### config.mk
export PLATFORM = sky130hd
export DESIGN_NAME = param_shift_sequencer
export DESIGN_NICKNAME = d
export VERILOG_FILES = /design/src/rtl/pss_pkg.sv /design/src/rtl/pss_wrap_counter.sv /design/src/rtl/param_shift_sequencer.sv
export SDC_FILE = /design/constraint.sdc
export NUM_CORES = 1
export LEC_CHECK = 0
export CAP_MARGIN = 20
export CORE_MARGIN = 4
export CORE_UTILIZATION = 30
export CTS_BUF_LIST = sky130_fd_sc_hd__clkbuf_2 sky130_fd_sc_hd__clkbuf_4 sky130_fd_sc_hd__clkbuf_8
export CTS_CLUSTER_DIAMETER = 60
export DETAILED_ROUTE_END_ITERATION = 6
export GPL_ROUTABILITY_DRIVEN = 0
export PLACE_DENSITY = 0.6
export SYNTH_ARGS = -nofsm -noshare
export SYNTH_HDL_FRONTEND = slang
export SYNTH_SLANG_ARGS = --single-unit
### constraint.sdc
create_clock -name clk -period 2.7 [get_ports clk]
set_input_delay 0.27 -clock clk [delete_from_list [all_inputs] [get_ports clk]]
set_output_delay 0.27 -clock clk [all_outputs]
set_load 0.01 [all_outputs]
### src/rtl/pss_pkg.sv
// Shared definitions for the parametrised shift sequencer: mode codes and
// the pattern-length clamp used by the datapath and the wrap counter.
package pss_pkg;

    localparam logic [2:0] MODE_HOLD = 3'b000;
    localparam logic [2:0] MODE_SHR  = 3'b001;
    localparam logic [2:0] MODE_SHL  = 3'b010;
    localparam logic [2:0] MODE_LOAD = 3'b011;
    localparam logic [2:0] MODE_ROR  = 3'b100;
    localparam logic [2:0] MODE_ROL  = 3'b101;
    localparam logic [2:0] MODE_LFSR = 3'b110;
    localparam logic [2:0] MODE_PAT  = 3'b111;

    // A length of zero, or one longer than the register, means "use the whole register".
    function automatic int unsigned eff_len(input int unsigned seq_len,
                                            input int unsigned width);
        if ((seq_len == 0) || (seq_len > width)) begin
            return width;
        end
        return seq_len;
    endfunction

endpackage

### src/rtl/pss_wrap_counter.sv
// Pattern position counter with a registered wrap pulse that fires in the
// cycle after the advance that completes one pattern period.
module pss_wrap_counter #(
    parameter int LW = 4
) (
    input  logic          clk,
    input  logic          rst_n,
    input  logic          advance,
    input  logic          clear,
    input  logic [LW-1:0] le,
    output logic          wrap
);

    logic [LW-1:0] pos_q, pos_d;
    logic          wrap_q, wrap_d;

    always_comb begin
        pos_d  = pos_q;
        wrap_d = 1'b0;
        if (clear) begin
            pos_d = '0;
        end else if (advance) begin
            // le is never zero, so le-1 cannot underflow; a shrunk length wraps at once.
            if (pos_q >= (le - LW'(1))) begin
                pos_d  = '0;
                wrap_d = 1'b1;
            end else begin
                pos_d = pos_q + LW'(1);
            end
        end
    end

    always_ff @(posedge clk or negedge rst_n) begin
        if (!rst_n) begin
            pos_q  <= '0;
            wrap_q <= 1'b0;
        end else begin
            pos_q  <= pos_d;
            wrap_q <= wrap_d;
        end
    end

    assign wrap = wrap_q;

endmodule

### src/rtl/param_shift_sequencer.sv
// Universal shift register with rotate, Fibonacci LFSR and a
// programmable-length rotating pattern generator.
module param_shift_sequencer
    import pss_pkg::*;
#(
    parameter int WIDTH = 8,
    parameter int LW    = $clog2(WIDTH) + 1
) (
    input  logic             clk,
    input  logic             rst_n,
    input  logic             en,
    input  logic [2:0]       mode,
    input  logic             ser_in_r,
    input  logic             ser_in_l,
    input  logic [WIDTH-1:0] load_data,
    input  logic [WIDTH-1:0] taps,
    input  logic [LW-1:0]    seq_len,
    output logic [WIDTH-1:0] q,
    output logic             ser_out,
    output logic             wrap,
    output logic             zero
);

    logic [WIDTH-1:0] q_q, q_d;
    logic [WIDTH-1:0] pat_next;
    logic [LW-1:0]    le;
    logic [LW-1:0]    le_top;
    logic             fb;
    logic             pat_advance;
    logic             pat_clear;

    assign le     = LW'(eff_len(32'(seq_len), WIDTH));
    assign le_top = le - LW'(1);
    assign fb     = ^(q_q & taps);

    // Bits below le rotate right within the window, bits above it hold.
    generate
        for (genvar gi = 0; gi < WIDTH; gi++) begin : g_pat
            if (gi < WIDTH - 1) begin : g_inner
                assign pat_next[gi] = (LW'(gi) < le_top)  ? q_q[gi+1] :
                                      (LW'(gi) == le_top) ? q_q[0]    : q_q[gi];
            end else begin : g_msb
                assign pat_next[gi] = (LW'(gi) == le_top) ? q_q[0] : q_q[gi];
            end
        end
    endgenerate

    always_comb begin
        q_d = q_q;
        if (en) begin
            case (mode)
                MODE_HOLD: q_d = q_q;
                MODE_SHR:  q_d = {ser_in_r, q_q[WIDTH-1:1]};
                MODE_SHL:  q_d = {q_q[WIDTH-2:0], ser_in_l};
                MODE_LOAD: q_d = load_data;
                MODE_ROR:  q_d = {q_q[0], q_q[WIDTH-1:1]};
                MODE_ROL:  q_d = {q_q[WIDTH-2:0], q_q[WIDTH-1]};
                MODE_LFSR: q_d = (q_q == '0) ? WIDTH'(1) : {q_q[WIDTH-2:0], fb};
                MODE_PAT:  q_d = pat_next;
                default:   q_d = q_q;
            endcase
        end
    end

    always_ff @(posedge clk or negedge rst_n) begin
        if (!rst_n) begin
            q_q <= '0;
        end else begin
            q_q <= q_d;
        end
    end

    assign pat_advance = en && (mode == MODE_PAT);
    assign pat_clear   = en && (mode != MODE_PAT);

    pss_wrap_counter #(
        .LW(LW)
    ) u_wrap_counter (
        .clk    (clk),
        .rst_n  (rst_n),
        .advance(pat_advance),
        .clear  (pat_clear),
        .le     (le),
        .wrap   (wrap)
    );

    // Left-moving modes emit the MSB; everything else emits the LSB.
    assign ser_out = ((mode == MODE_SHL) || (mode == MODE_ROL) || (mode == MODE_LFSR)) ?
                     q_q[WIDTH-1] : q_q[0];
    assign zero    = (q_q == '0);
    assign q       = q_q;

endmodule

Word level (Yosys, flattened, before mapping)
Cells that the tools add are included.
{"block": "totals", "elab_cells": 90, "output_inout_bits": 11, "inputBits": 28, "register_bits": 13}
{"block": "op_classes", "mux": 26, "addsub": 2, "n_eq_ne": 23, "reduce_logical": 18, "magnitude_cmp": 9, "bitwise": 2}
{"op": "one-hot mux 8 bit (7 select lines)", "n": 1}
{"op": "AND reduction 3 bit", "n": 8}
{"op": "!= test 3 bit (second input constant)", "n": 7}
{"op": "two-way mux 4 bit", "n": 5}
{"op": "two-way mux 1 bit", "n": 19}
{"op": "equality test 3 x 4 -> 1 bit (first input constant)", "n": 4}
{"op": "equality test 3 bit (second input constant)", "n": 4}
{"op": "less-than comparator 3 x 4 -> 1 bit (first input constant)", "n": 3}
{"op": "AND 8 bit", "n": 1}
{"op": "equality test 2 x 4 -> 1 bit (first input constant)", "n": 2}
{"op": "logical NOT 8 bit", "n": 1}
{"op": "less-than comparator 1 x 4 -> 1 bit (first input constant)", "n": 2}
{"op": "less-than comparator 2 x 4 -> 1 bit (first input constant)", "n": 2}
{"op": "two-way mux 8 bit", "n": 1}
{"op": "parity 8 bit", "n": 1}
{"op": "equality test 3 x 2 -> 1 bit (second input constant)", "n": 2}
{"op": "adder 4 x 1 -> 4 bit (second input constant)", "n": 1}
{"op": "equality test 1 x 4 -> 1 bit (first input constant)", "n": 1}
{"op": "greater-or-equal comparator 4 bit", "n": 1}
{"op": "greater-than comparator 4 bit (second input constant)", "n": 1}
{"op": "logical NOT 4 bit", "n": 1}
{"op": "!= test 2 bit (second input constant)", "n": 2}
{"op": "subtractor 4 x 1 -> 4 bit (second input constant)", "n": 1}
{"op": "equality test 3 x 1 -> 1 bit (second input constant)", "n": 1}
{"op": "other kinds (5)", "n": 8}

Depth between registers and ports, before layout
Gate-level depths: netlist of run 1.
{"block": "logic_depth", "ltp_word": 9, "depth_mapped": 11, "ltp_nobuf": 10}

Modules after synthesis
From an unflattened synthesis of run 1, not the netlist that was laid out.
{"block": "unflattened", "hier_cells": 193, "hier_area_um2": 1531.5}
{"module": "param_shift_sequencer", "area_each_um2": 1132.3, "n_inst": 1, "cells_per_inst": 154, "seq_area_each_um2": 200.2}
{"module": "pss_wrap_counter", "area_each_um2": 399.1, "n_inst": 1, "cells_per_inst": 39, "seq_area_each_um2": 125.1}

Worst setup path after synthesis of run 1
No wires, ideal clock.
{"block": "synth_path", "path_kind": "in2reg", "from": "input port seq_len[3]", "to": "register u_wrap_counter.pos_q[3]", "n_path_buf": 1, "t_arrival_ps": 2187, "setup_time_ps": 90, "path_stages": 10, "path_slack_ps": 423, "required_time_ps": 2610, "path_cell_list": "and2b_1 inv_1 ha_1 xnor2_2 buf_6 ha_1 a21oi_1 o2111ai_4 or3_1 o221ai_1"}
{"block": "synth_via", "elab_chain_cells": 9, "word_cells_on_any_way": 11, "classes_between": "1 x add/sub; 2 x order compare; 6 x mux; 2 x reduce/logical"}
{"item": "start: declaration", "line": "param_shift_sequencer.sv:17", "source": "input logic [LW-1:0] seq_len,"}
{"item": "greater-than comparator 4 bit / logical NOT 4 bit (equally long branches)", "line": "pss_pkg.sv:17", "source": "if ((seq_len == 0) || (seq_len > width)) begin"}
{"item": "logical OR 1 bit", "line": "pss_pkg.sv:17"}
{"item": "two-way mux 1 bit / two-way mux 4 bit (equally long branches)", "line": "pss_pkg.sv:17"}
{"item": "two-way mux 4 bit (*)", "line": "pss_pkg.sv:20", "source": "return seq_len;"}
{"item": "subtractor 4 x 1 -> 4 bit (*)", "line": "pss_wrap_counter.sv:24", "source": "if (pos_q >= (le - LW'(1))) begin"}
{"item": "greater-or-equal comparator 4 bit (*)", "line": "pss_wrap_counter.sv:24"}
{"item": "two-way mux 4 bit (*)", "line": "pss_wrap_counter.sv:24"}
{"item": "two-way mux 4 bit (*)", "line": "pss_wrap_counter.sv:22", "source": "end else if (advance) begin"}
{"item": "two-way mux 4 bit (*)", "line": "pss_wrap_counter.sv:20", "source": "if (clear) begin"}
{"item": "end signal: assignment", "line": "pss_wrap_counter.sv:38", "source": "pos_q <= pos_d;"}
{"item": "end: declaration", "line": "pss_wrap_counter.sv:14", "source": "logic [LW-1:0] pos_q, pos_d;"}
Every way passes the cells marked *; elsewhere a longest branch is shown, timed or not. The select of a mux whose other input is x is not followed.
A chain may end at the register's enable or synchronous reset.

Worst setup path in the final report of run 1
Same ends and word-level chain as after synthesis.

==> flow_metrics.py, run 1 <==
metrics = {
    "cts": {
        "cts_setup_buffers": 0,
        "clockBufferDepth": 2,
        "htree_levels": 1,
        "clock-sinks": 13,
        "cts-root-buf": "clkbuf_8",
        "cts_buffers": 3,
        "hold_buffers": 0,
        "clk_pin_slew_ns": 0.06,
        "cts_resized": 0,
        "clkLatencyLatePin_ns": 0.25,
        "tritoncts": "yes",
    },
    "timing": {
        "setup_violations": 0,
        "hold_viol": 0,
        "fin_crit_sh_pct": 89.0,
        "rsz0062_at_grt": "no",
        "maxSlewViolCount": 0,
        "slew-limit-headroom_pct": 59.0,
        "period_minus_slack_ns": 2.40,
        "fin_worst_skew_ns": 0.00687,
        "tightest_slew_ns": 0.614,
        "fin_setup_tns_ns": 0,
        "max_freq_mhz": 416,
    },
    "detailed_routing": {
        "drc": 0,
        "routedWlPerCell_um": 14.0,
        "ant_nets": 0,
        "wl_mm": 3.92,
        "drt-initial-drc-count": 91,
        "vias": 1457,
        "dr.pass1.iters": 4,
        "vias_per_cell": 5.22,
    },
    "grt": {
        "grt_util_met3_pct": 1.62,
        "use_met1_pct": 19.7,
        "top_usage_layer": "met1",
        "gr-total-overflow": 0,
        "grtUsageTotal_pct": 12.9,
        "grt_max_degree": 25,
        "use_met2_pct": 18.5,
        "antenna_found_initial": 0,
        "grt_pass1_vias": 1265,
        "grt_first_pass_wirelength_mm": 6.31,
    },
    "synthesis": {
        "synth_edf_count": 0,
        "avgSynthCellArea_um2": 7.83,
        "async_flop_share_pct": 100,
        "synth_xor_area_share_pct": 5.36,
        "ys_types": 47,
        "synth_top_family_by_area": "compound AO/OA/AOI/OAI gates",
        "mappedNetlistNets": 222,
        "synth_compound_gate_area_share_pct": 27.5,
        "yosys.area_share.simple_pct": 22.2,
        "synth_adder_area_share_pct": 7.78,
        "synth-seq-cells": 13,
        "yosysSeqAreaShare_pct": 22.5,
        "syn-instance-count": 185,
        "syn_area_um2": 1450,
        "synth_mux_area_share_pct": 6.40,
        "synth_ff_type": "dfrtp_1",
        "yosys_warnings": 0,
    },
    "floorplanning": {
        "core_um2": 4690,
        "dieArea_um2": 6000,
        "dieWidth_um": 77.5,
        "die-height_um": 77.5,
        "rows": 25,
        "pin_count": 39,
        "initial_core_util_pct": 30.9,
    },
    "critical_path": {
        "worstReg2RegStart": "u_wrap_counter.pos_q[0]",
        "crit_required_ns": 2.85,
        "path_common_cell": "ha_1",
        "critical-path-max-stage-delay_ns": 0.53,
        "worstSetupEndpointType": "flip-flop",
        "r2r-end": "u_wrap_counter.pos_q[3]",
        "cp_cell_sequence": "clkdlybuf4s50_1 -> and2b_1 -> inv_1 -> ha_1 -> ha_1 -> a21oi_1 -> o2111ai_4 -> or3_1 -> o221ai_1",
        "critPathSlowestCell": "clkdlybuf4s50_1",
        "critPathLaunchType": "input pin",
        "reg2reg_slack_ns": 0.81,
        "critPathMaxFanout": 6,
        "critPathArrivalTime_ns": 2.56,
        "crit_type": "in2reg",
        "rr_worst_depth": 7,
    },
    "placement": {
        "io_buffers": 38,
        "hpwl_mm": 2.95,
        "dp.cells": 275,
    },
    "power_and_ir_drop": {
        "powerDensity_nw_per_um2": 499,
        "peakVddDrop_mv": 0.188,
        "leakage_uw": 0.000803,
    },
    "final_layout": {
        "nets": 263,
        "final-instance-count-excl-fill": 279,
        "diodes": 0,
        "seqCellArea_um2": 325,
        "multiInputGateArea_um2": 1010,
        "fill_cells": 492,
        "drive_gt1_share_pct": 8.89,
        "area_delta_synth_final_pct": 33.3,
    },
    "job": {
        "max_cap_violations": 0,
    },
    "worst_hold_path": {
        "worstHoldPathType": "in2async",
    },
    "status": {
        "status": "complete, no violations",
    },
}
==> power breakdown <==
part,leakage [µW],switching [µW],internal (µW)
Combinational,0.000614,229,246
Sequential,0.000163,71.1,228
Clock,0.0000262,73.6,114
Total,0.000803,374,588
==> synthesized netlist by cell type, drive strengths merged (2+ instances only) <==
master | n | area share (%)
dfrtp | 13 | 22
inv | 13 | 3.4
nand2 | 26 | 7.3
and2b | 2 | 1.2
and3 | 3 | 1.3
nand3 | 4 | 1.4
nor2b | 2 | 1.4
nor3 | 6 | 2.1
buf | 8 | 4.4
o22ai | 2 | 0.86
nor2 | 12 | 3.1
xnor2 | 7 | 4.8
a31oi | 5 | 2.2
a21oi | 16 | 6.1
o21ai | 17 | 5.9
o221ai | 3 | 1.8
mux2i | 7 | 4.8
a221oi | 2 | 1.2
ha | 9 | 7.8
mux2 | 2 | 1.6
nand2b | 6 | 2.6
a211oi | 4 | 2.1
==> metrics by stage <==
stage	power [µW]	util [%]	setup WS [ns]	instance area [µm²]	hold slack [ns]
after global routing	1030	41.1	0.186	1930	0.478
after floorplan	574	-	0.423	1450	-0.0256
final	962	41.1	0.297	1930	0.407
after CTS	970	41.1	0.308	1930	0.439
after detailed placement	777	40.1	0.0554	1880	0.554
after global placement	777	40.1	0.118	1880	0.541
==> cell families after synthesis <==
family | Yosys count
buffers and inverters | 22
other | 1
flip-flops | 13
adder cells (fa/ha/maj) | 9
XOR/XNOR | 8
multiplexers | 9
AO/OA/AOI/OAI | 58
AND/OR/NAND/NOR | 65
==> registers in the layout (all words and copies together) (netlist names) <==
signal	cells
q	8
u_wrap_counter.pos_q	4
u_wrap_counter.wrap	1
==> worst max-delay path by stage <==
stage                    start  slack [ns]  cells after the start                       to
global route        seq_len[3]        0.19                      9  u_wrap_counter.pos_q[3]
floorplan           seq_len[3]        0.42                     10  u_wrap_counter.pos_q[3]
CTS                 seq_len[3]        0.31                      9  u_wrap_counter.pos_q[3]
global placement    seq_len[3]        0.12                      9  u_wrap_counter.pos_q[3]
detailed placement  seq_len[3]        0.06                      9  u_wrap_counter.pos_q[3]
finish              seq_len[3]        0.30                      9  u_wrap_counter.pos_q[3]
==> per-layer routing <==
metal  share of wire, %  routed length (µm)  vias to the layer above
met5                  0                   0                        -
met4                1.2                  48                        0
met3                5.8                 226                        4
met2                 45                1740                       47
met1                 48                1900                      663
li1                   -                   -                      743
==> worst max-delay path, delay by kind of cell <==
family	cells	cell delay [ns]
buffers and inverters	2	0.63
adder cells (fa/ha/maj)	2	0.53
AO/OA/AOI/OAI	3	0.53
AND/OR/NAND/NOR	2	0.60
==> cell usage in the layout (no fill, tap or decap), drive strengths merged, types with 2 or more instances in the layout <==
| cell type | n |
|---|---|
| clkbuf | 4 |
| and2b | 2 |
| a211oi | 4 |
| nand3 | 4 |
| and3 | 3 |
| inv | 13 |
| dfrtp | 13 |
| nor2 | 12 |
| nand2b | 6 |
| nor3 | 6 |
| clkdlybuf4s50 | 38 |
| mux2 | 2 |
| o21ai | 17 |
| a31oi | 5 |
| mux2i | 7 |
| o22ai | 2 |
| a221oi | 2 |
| o221ai | 3 |
| nor2b | 2 |
| xnor2 | 7 |
| nand2 | 26 |
| ha | 9 |
| buf | 7 |
| a21oi | 16 |
==> cell type report <==
| type | count | share of cell area (%) |
|---|---|---|
| tap | 54 | 3.50 |
| sequential | 13 | 16.9 |
| timing repair buffer | 45 | 22.4 |
| multi-input combinational | 150 | 52.1 |
| inverter | 13 | 2.53 |
| clock buffer | 4 | 2.53 |
Note: power is estimated with default switching activity, not from simulation.
==> run 2, diff against run 1 <==
Settings changed: ABC_CLOCK_PERIOD_IN_PS set to 2700, RECOVER_POWER set to 50, SKIP_LAST_GASP set to 1.
==> run 2 against run 1 <==
  * Non-clock buffer count did not move
  * Flip-flop and latch count unchanged
  * Routed wire length decreased by 0.26%
  * Sequential power barely moved
  * Register-to-register slack hardly changed
  * Critical endpoint unchanged
  * Critical path type unchanged
  * Power shrank 0.66%
  * Fmax is essentially flat
  * Global-route usage is the same
  * Setup slack about the same
  * Count of clock-buffer cells in the layout is the same
  * Sequential share of layout area unchanged
  * Final cell count did not move
==> flow_metrics.py, run 2 (same netlist as run 1, synthesis figures left out) <==
metrics = {
    "detailed_routing": {
        "dr.pass1.iters": 4,
        "drc": 0,
        "ant_nets": 0,
        "drt-initial-drc-count": 96,
        "vias": 1448,
        "wl_mm": 3.91,
        "vias_per_cell": 5.19,
        "routedWlPerCell_um": 14.0,
    },
    "placement": {
        "hpwl_mm": 2.95,
        "io_buffers": 38,
        "dp.cells": 275,
        "dpl-instance-area_um2": 1880,
    },
    "power_and_ir_drop": {
        "swShare_pct": 39.0,
        "p_switching_uw": 373,
        "leakage_uw": 0.000808,
        "powerDensity_nw_per_um2": 495,
        "peakVddDrop_mv": 0.188,
        "internal-power_uw": 583,
        "combPwrFrac_pct": 49.1,
        "clock_power_share_pct": 19.7,
        "seq_power_share_pct": 31.2,
    },
    "timing": {
        "period_minus_slack_ns": 2.40,
        "tightest_slew_ns": 0.617,
        "slew-limit-headroom_pct": 58.8,
        "fin_setup_tns_ns": 0,
        "rsz0062_at_grt": "no",
        "hold_viol": 0,
        "maxSlewViolCount": 0,
        "max_freq_mhz": 416,
        "fin_hold_ws_ns": 0.476,
        "fin_crit_sh_pct": 89.0,
        "fin_worst_skew_ns": 0.00660,
        "setup_violations": 0,
    },
    "cts": {
        "clk_pin_slew_ns": 0.06,
        "tritoncts": "yes",
        "clockBufferDepth": 2,
        "htree_levels": 1,
        "cts_setup_buffers": 0,
        "cts_buffers": 3,
        "cts-root-buf": "clkbuf_8",
        "hold_buffers": 0,
        "clock-sinks": 13,
        "clkLatencyLatePin_ns": 0.25,
        "cts_resized": 0,
    },
    "status": {
        "status": "complete, no violations",
    },
    "floorplanning": {
        "dieWidth_um": 77.5,
        "pin_count": 39,
        "initial_core_util_pct": 30.9,
        "dieArea_um2": 6000,
        "die-height_um": 77.5,
        "rows": 25,
        "core_um2": 4690,
    },
    "final_layout": {
        "area_delta_synth_final_pct": 33.3,
        "drive_gt1_share_pct": 8.89,
        "diodes": 0,
        "layout_commonest_cell": "clkdlybuf4s50_1",
        "largest_register_ffs": 8,
        "nets": 263,
        "fill_cells": 492,
        "most-common-layout-cells": "32 x clkdlybuf4s50_1, 25 x nand2_1, 14 x a21oi_1",
        "final-instance-count-excl-fill": 279,
        "stdcell_area_um2": 1930,
        "final_util_pct": 41.1,
    },
    "grt": {
        "antenna_found_initial": 0,
        "gr-total-overflow": 0,
        "grt_max_degree": 25,
        "grt_first_pass_wirelength_mm": 6.31,
        "grtUsageTotal_pct": 12.9,
        "top_usage_layer": "met1",
        "grt_pass1_vias": 1265,
        "grt_util_met3_pct": 1.62,
        "use_met1_pct": 19.7,
        "use_met2_pct": 18.5,
    },
    "critical_path": {
        "crit_required_ns": 2.85,
        "startpoint": "seq_len[3]",
        "rr_worst_depth": 7,
        "worstReg2RegStart": "u_wrap_counter.pos_q[0]",
        "reg2reg_slack_ns": 0.81,
        "crit_end": "u_wrap_counter.pos_q[3]",
        "critPathArrivalTime_ns": 2.56,
        "critPathMaxFanout": 6,
        "worstSetupEndpointType": "flip-flop",
        "critPathLaunchType": "input pin",
        "crit_type": "in2reg",
        "r2r-end": "u_wrap_counter.pos_q[3]",
    },
    "worst_hold_path": {
        "worstHoldPathType": "in2async",
    },
    "job": {
        "max_cap_violations": 0,
    },
}
run 2: cell types whose count changed in the layout (fill, tap and decap cells not counted):
cell and change:
clkdlybuf4s50_1 -6, dlygate4sd3_1 +6
run 2: critical path, cell delays in order:
cell and delay, ns:
clkdlybuf4s50_1 0.53, and2b_1 0.21, inv_1 0.10, ha_1 0.26
ha_1 0.27, a21oi_1 0.28, o2111ai_4 0.18, or3_1 0.39
o221ai_1 0.07
run 2: how the worst min path moves through the flow:
stage	startpoint	to	slack (ns)	cells after the start
finish	rst_n	q[2]	0.48	1
global route	rst_n	u_wrap_counter.pos_q[1]	0.55	1
CTS	rst_n	q[2]	0.44	1
detailed placement	u_wrap_counter.pos_q[2]	u_wrap_counter.pos_q[2]	0.55	2
global placement	u_wrap_counter.pos_q[2]	u_wrap_counter.pos_q[2]	0.54	2
floorplan	rst_n	q[0]	-0.03	0
run 2: routing by layer:
metal	vias up	wire, µm	share of wire (%)
met1	665	1920	49
met3	4	184	4.7
met5	-	0	0
met2	35	1760	45
met4	0	48	1.2
li1	744	-	-
run 2: area by class of cell:
class / instances / area, µm² / area share [%]
multi-input combinational: 150 / 1010 / 52.1
timing repair buffer: 45 / 433 / 22.4
sequential: 13 / 325 / 16.9
tap: 54 / 67.6 / 3.50
clock buffer: 4 / 48.8 / 2.53
inverter: 13 / 48.8 / 2.53
run 2: through the flow:
stage | total power [µW] | setup slack [ns]
4_1_cts | 970 | 0.308
6_report | 956 | 0.298
3_5_place_dp | 777 | 0.0554
3_3_place_gp | 777 | 0.118
5_1_grt | 1020 | 0.186
2_1_floorplan | 574 | 0.423
run 2: power groups by stage:
stage,Clock (µW),Combinational (µW),Sequential [µW]
floorplan,0,285,289
global placement,0,474,303
detailed placement,0,475,302
CTS,193,478,299
global route,200,516,307
finish,188,470,298
